===== config.mk =====
export PLATFORM = sky130hd
export DESIGN_NAME = morse_rx
export DESIGN_NICKNAME = d
export VERILOG_FILES = /design/src/rtl/morse_rx.sv
export SDC_FILE = /design/constraint.sdc
export NUM_CORES = 1
export LEC_CHECK = 0
export ABC_AREA = 1
export CELL_PAD_IN_SITES_DETAIL_PLACEMENT = 0
export CELL_PAD_IN_SITES_GLOBAL_PLACEMENT = 1
export CORE_MARGIN = 1
export CORE_UTILIZATION = 40
export DETAILED_ROUTE_END_ITERATION = 12
export PLACE_DENSITY = 0.76
export SLEW_MARGIN = 15
export SYNTH_ARGS = -nofsm -noshare
export SYNTH_HDL_FRONTEND = slang
export SYNTH_SLANG_ARGS = --single-unit
export TNS_END_PERCENT = 50

===== constraint.sdc =====
create_clock -name clk -period 1.7 [get_ports clk]
set_input_delay 0.51 -clock clk [delete_from_list [all_inputs] [get_ports clk]]
set_output_delay 0.51 -clock clk [all_outputs]
set_load 0.02 [all_outputs]

===== src/rtl/morse_rx.sv =====
// morse_rx: Morse keyed-line receiver that times marks/spaces in units and decodes them to ASCII bytes
module morse_rx #(
  parameter int CLK_DIV = 4194304,
  parameter int DIV_W   = 22
) (
  input  logic       clk,
  input  logic       rst_n,
  input  logic       key,
  output logic [7:0] data,
  output logic       data_valid,
  input  logic       data_ready,
  output logic       overrun
);
  typedef enum logic [1:0] {IDLE, MARK, GAP} state_t;
  state_t           r_state;
  logic             r_s1, r_ks, r_ks_d;
  logic [DIV_W-1:0] r_pre;
  logic [2:0]       r_unit, r_len;
  logic [4:0]       r_bits;
  logic             r_ovf, r_since;
  logic             w_rise, w_fall, w_edge, w_gap_live, w_emit_chr, w_emit_spc, w_emit;
  logic [7:0]       w_dec, w_char;
  assign w_rise     = r_ks & ~r_ks_d;
  assign w_fall     = ~r_ks & r_ks_d;
  assign w_edge     = w_rise | w_fall;
  assign w_gap_live = (r_state == GAP) && !w_rise;
  assign w_emit_chr = w_gap_live && r_unit >= 3'd2 && r_unit < 3'd5 && (r_len != 3'd0 || r_ovf);
  assign w_emit_spc = w_gap_live && r_unit >= 3'd5 && r_since;
  assign w_emit     = w_emit_chr | w_emit_spc;
  assign w_char     = w_emit_spc ? 8'h20 : w_dec;
  // two-flop synchroniser plus one delayed copy for edge detection
  always_ff @(posedge clk or negedge rst_n) begin
    if (!rst_n) begin
      r_s1   <= 1'b0;
      r_ks   <= 1'b0;
      r_ks_d <= 1'b0;
    end else begin
      r_s1   <= key;
      r_ks   <= r_s1;
      r_ks_d <= r_ks;
    end
  end
  // unit timer: half-unit preload on each edge makes unit_cnt round to the nearest unit
  always_ff @(posedge clk or negedge rst_n) begin
    if (!rst_n) begin
      r_pre  <= '0;
      r_unit <= 3'd0;
    end else if (w_edge) begin
      r_pre  <= DIV_W'(CLK_DIV / 2);
      r_unit <= 3'd0;
    end else if (r_pre == '0) begin
      r_pre  <= DIV_W'(CLK_DIV - 1);
      r_unit <= (r_unit == 3'd7) ? 3'd7 : r_unit + 3'd1;
    end else begin
      r_pre  <= r_pre - DIV_W'(1);
    end
  end
  // ITU table keyed on {length, symbols}; symbol 0 sits in bit 0, 1 = dash
  always_comb begin
    w_dec = 8'h3F;
    case ({r_len, r_bits})
      {3'd2, 5'b00010}: w_dec = 8'h41;
      {3'd4, 5'b00001}: w_dec = 8'h42;
      {3'd4, 5'b00101}: w_dec = 8'h43;
      {3'd3, 5'b00001}: w_dec = 8'h44;
      {3'd1, 5'b00000}: w_dec = 8'h45;
      {3'd4, 5'b00100}: w_dec = 8'h46;
      {3'd3, 5'b00011}: w_dec = 8'h47;
      {3'd4, 5'b00000}: w_dec = 8'h48;
      {3'd2, 5'b00000}: w_dec = 8'h49;
      {3'd4, 5'b01110}: w_dec = 8'h4A;
      {3'd3, 5'b00101}: w_dec = 8'h4B;
      {3'd4, 5'b00010}: w_dec = 8'h4C;
      {3'd2, 5'b00011}: w_dec = 8'h4D;
      {3'd2, 5'b00001}: w_dec = 8'h4E;
      {3'd3, 5'b00111}: w_dec = 8'h4F;
      {3'd4, 5'b00110}: w_dec = 8'h50;
      {3'd4, 5'b01011}: w_dec = 8'h51;
      {3'd3, 5'b00010}: w_dec = 8'h52;
      {3'd3, 5'b00000}: w_dec = 8'h53;
      {3'd1, 5'b00001}: w_dec = 8'h54;
      {3'd3, 5'b00100}: w_dec = 8'h55;
      {3'd4, 5'b01000}: w_dec = 8'h56;
      {3'd3, 5'b00110}: w_dec = 8'h57;
      {3'd4, 5'b01001}: w_dec = 8'h58;
      {3'd4, 5'b01101}: w_dec = 8'h59;
      {3'd4, 5'b00011}: w_dec = 8'h5A;
      {3'd5, 5'b11111}: w_dec = 8'h30;
      {3'd5, 5'b11110}: w_dec = 8'h31;
      {3'd5, 5'b11100}: w_dec = 8'h32;
      {3'd5, 5'b11000}: w_dec = 8'h33;
      {3'd5, 5'b10000}: w_dec = 8'h34;
      {3'd5, 5'b00000}: w_dec = 8'h35;
      {3'd5, 5'b00001}: w_dec = 8'h36;
      {3'd5, 5'b00011}: w_dec = 8'h37;
      {3'd5, 5'b00111}: w_dec = 8'h38;
      {3'd5, 5'b01111}: w_dec = 8'h39;
      default:          w_dec = 8'h3F;
    endcase
    if (r_ovf) w_dec = 8'h3F;
  end
  // receive FSM with symbol buffer and registered byte output / handshake
  always_ff @(posedge clk or negedge rst_n) begin
    if (!rst_n) begin
      r_state    <= IDLE;
      r_len      <= 3'd0;
      r_bits     <= 5'd0;
      r_ovf      <= 1'b0;
      r_since    <= 1'b0;
      data       <= 8'h00;
      data_valid <= 1'b0;
      overrun    <= 1'b0;
    end else begin
      if (w_emit) begin
        if (!data_valid || data_ready) begin
          data       <= w_char;
          data_valid <= 1'b1;
        end else begin
          overrun    <= 1'b1;
        end
      end else if (data_valid && data_ready) begin
        data_valid <= 1'b0;
      end
      case (r_state)
        IDLE: if (w_rise) r_state <= MARK;
        MARK: if (w_fall) begin
          if (r_unit != 3'd0) begin
            if (r_len == 3'd5) begin
              r_ovf <= 1'b1;
            end else begin
              r_bits[r_len] <= (r_unit >= 3'd2);
              r_len         <= r_len + 3'd1;
            end
          end
          r_state <= GAP;
        end
        GAP: if (w_rise) begin
          r_state <= MARK;
        end else if (r_unit >= 3'd5) begin
          r_since <= 1'b0;
          r_state <= IDLE;
        end else if (w_emit_chr) begin
          r_len   <= 3'd0;
          r_bits  <= 5'd0;
          r_ovf   <= 1'b0;
          r_since <= 1'b1;
        end
        default: r_state <= IDLE;
      endcase
    end
  end
endmodule


==> results.json <==
{
  "root_buffer": "clkbuf_8",
  "clock_latency_ps": 310,
  "required_ps": 1950,
  "drc": 0,
  "netlist.area_leader.share": 0.379,
  "final.setup_skew_ps": 4.68,
  "synth-main-ff-cell": "dfrtp_1",
  "die-area_sq_um": 8450,
  "grt-ovfl-total": 0,
  "drt_iter0_drc": 108,
  "routedWlPerCell_microns": 13.0,
  "path_buf_inv": 1,
  "maxCapViolations": 0,
  "drv_slew": 0,
  "fin_cells": 659,
  "endpoint_kind": "flop",
  "hold_class": "in -> async",
  "synthCells": 469,
  "via_per_inst": 5.01,
  "hold_viol_final": 0,
  "arrival_ps": 1920,
  "clock-sinks": 49,
  "cp_num_cells": 10,
  "critPathTopFamily": "simple AND/OR/NAND/NOR gates",
  "core_area_sq_um": 7770,
  "gr-usage-all-layers": 0.199,
  "h-tree-depth": 2,
  "die_x_microns": 91.9,
  "maxSlewHeadroom": 0.613,
  "setup_viol": 0,
  "gp_congestion": 0.935,
  "synth_top_area_cell": "dfrtp_1",
  "drive_gt1_frac": 0.366,
  "antenna_found_initial": 0,
  "endpoint": "data[0]",
  "vias": 3299,
  "worstMarginPinSlew_ps": 580,
  "numPortBuffers": 12,
  "synth.avg_cell_area_sq_um": 6.90,
  "drtPass1Iterations": 4,
  "first_global_vias": 3054,
  "wl_mm": 8.59,
  "rr_worst_depth": 10,
  "synth_commonest_cells": "nand2_1, nor2_1, dfrtp_1, inv_1, nand3_1",
  "fmax_mhz": 598,
  "rsz0062_at_grt": "true",
  "cts_hold_buf": 0,
  "crit-reg2reg-capture": "data[0]",
  "cts_made_buffers": 5,
  "critPathKind": "reg -> reg",
  "ys_ff_latch": 49,
  "io_pins": 14,
  "grt_max_degree": 50,
  "ir_drop_mv": 1.13,
  "seq_area_frac_synth": 0.379,
  "synth_warnings": 0,
  "layout_min_cycle_time_ps": 1670,
  "antenna_left": 0,
  "worst_r2r_startpoint": "r_bits[4]",
  "synth_edf_count": 0,
  "start_util": 0.417,
  "crit_chain": "buf_4 -> nor2_2 -> nand2_2 -> nor2_1 -> nand2_1 -> o21ai_0 -> nor2_2 -> nand2_1 -> nand2_1 -> nand2_1",
  "async_flop_share": 1.00,
  "whs_ps": 164,
  "path_clk_slew_ps": 100,
  "final_nets": 570,
  "crit_path_max_incr_delay_ps": 460,
  "clockBufferDepth": 2,
  "place_inst": 623,
  "cts_tree": "built",
  "startpoint": "r_bits[4]",
  "yosysUniqueCellTypes": 38,
  "period_share": 0.983,
  "rows": 32,
  "run_status": "finished, final reports clean",
  "worst-r2r-setup-slack_ps": 30,
  "cpMostUsedCell": "nand2_1",
  "yosysMostFrequentCell": "nand2_1",
  "p_leak_nw": 2.26,
  "fin_area_sq_um": 4450,
  "slowest_stage": "dfrtp_2",
  "placed_area_sq_um": 3800,
  "cp_max_fo": 4,
  "synth_area_sq_um": 3240,
  "start_kind": "flop",
  "synth_fp_nets": 483,
  "power_per_cell_area_nw_per_um2": 1410,
  "fp.dieH_microns": 91.9,
  "grt_pass1_wl_mm": 13.6,
  "place_hpwl_mm": 6.08,
  "area_delta_synth_final_pct": 37.7,
  "ys_top_cells_by_area": "dfrtp_1, nand2_1, nor2_1, inv_1, nand3_1",
  "antennaDiodeCount": 0
}
## cell usage in the layout, fill, tap and decap left out, types with 2 or more instances in the layout
cell / n
inv_4: 5
clkbuf_8: 5
xor2_1: 10
a21oi_2: 7
inv_2: 12
nand2_4: 9
a21oi_1: 16
nor2_1: 54
or2_2: 5
nand2_2: 23
o21ai_0: 18
dfrtp_1: 42
nor3_1: 5
inv_1: 40
ha_2: 3
nand2_1: 96
dlygate4sd2_1: 9
clkinv_2: 2
nor2_2: 24
nand3_1: 22
nand4_1: 11
buf_6: 4
nand3_2: 6
dfrtp_2: 7
nor3_2: 2
clkdlybuf4s50_1: 2
o21ai_1: 10
o22ai_1: 3
buf_4: 68
nor2_4: 11
ha_1: 6
## per-stage QoR
step	setup slack [ps]	TNS, ps	power [mW]	utilization
floorplan	40.9	0	3.81	-
global placement	-18.9	-56.3	4.76	0.490
detailed placement	-47.3	-165	4.76	0.490
CTS	-2.76	-2.76	5.66	0.505
global route	-103	-1100	6.85	0.573
finish	28.7	0	6.30	0.573
## where the power goes
| part | internal, mW | switching, mW | total [mW] |
|---|---|---|---|
| clock network | 0.442 | 0.424 | 0.866 |
| logic | 1.60 | 2.10 | 3.70 |
| registers | 1.46 | 0.266 | 1.73 |
| total | 3.51 | 2.79 | 6.30 |
## sequential cells by signal, summed over array words and instances, names as in the netlist
name        count
r_ks_d          1
r_unit          3
r_ks            1
r_ovf           1
r_len           3
r_state         2
r_pre          22
r_since         1
r_bits          5
data            7
overrun         1
data_valid      1
r_s1            1
## worst register-to-register path, stage by stage, from the launching register on
cell and delay [ps]:
dfrtp_2 460, buf_4 150, nor2_2 140, nand2_2 120, nor2_1 140, nand2_1 90, o21ai_0 270, nor2_2 90
nand2_1 80, nand2_1 50, nand2_1 50
## layer usage
metal / routed length (microns) / vias up / track usage
li1: - / 1675 / -
met2: 4480 / 74 / 0.364
met5: 0 / - / 0
met1: 3650 / 1526 / 0.242
met3: 238 / 24 / 0.0282
met4: 218 / 0 / 0.0573
## final cells by class
class / count / area, sq um
fillers: 707 / 3310
flip-flops and latches: 49 / 1230
repair inverters: 1 / 5.00
inverters: 58 / 235
multi-input cells: 356 / 2060
repair buffers: 85 / 679
clock inverters: 3 / 43.8
well taps: 102 / 128
clock buffers: 5 / 68.8
## kinds of logic (layout without fill, tap and decap cells)
group | Yosys count | in the layout | share of synthesized area
AO/OA/AOI/OAI | 60 | 60 | 0.0978
adder cells (fa/ha/maj) | 10 | 10 | 0.0387
buffers and inverters | 65 | 152 | 0.0800
other | 1 | 1 | 0.00116
XOR/XNOR | 11 | 11 | 0.0298
flip-flops | 49 | 49 | 0.379
AND/OR/NAND/NOR | 273 | 274 | 0.374
## worst min-delay path by stage
stage / slack, ps / depth (start not counted) / endpoint / from
floorplan: 210 / 0 / data[0] / rst_n
global placement: 340 / 0 / r_ks / r_s1
detailed placement: 360 / 0 / r_ks / r_s1
CTS: 180 / 2 / r_pre[3] / rst_n
global route: 180 / 2 / r_pre[2] / rst_n
finish: 160 / 2 / r_pre[3] / rst_n
## what timing repair did
action,4_1_cts,5_1_grt
resized for setup,16,110
setup buffers,0,26
pin swaps,1,37
gates cloned,0,2
setup endpoints to repair,20,33
No activity file was read; power rests on OpenSTA's default activity.
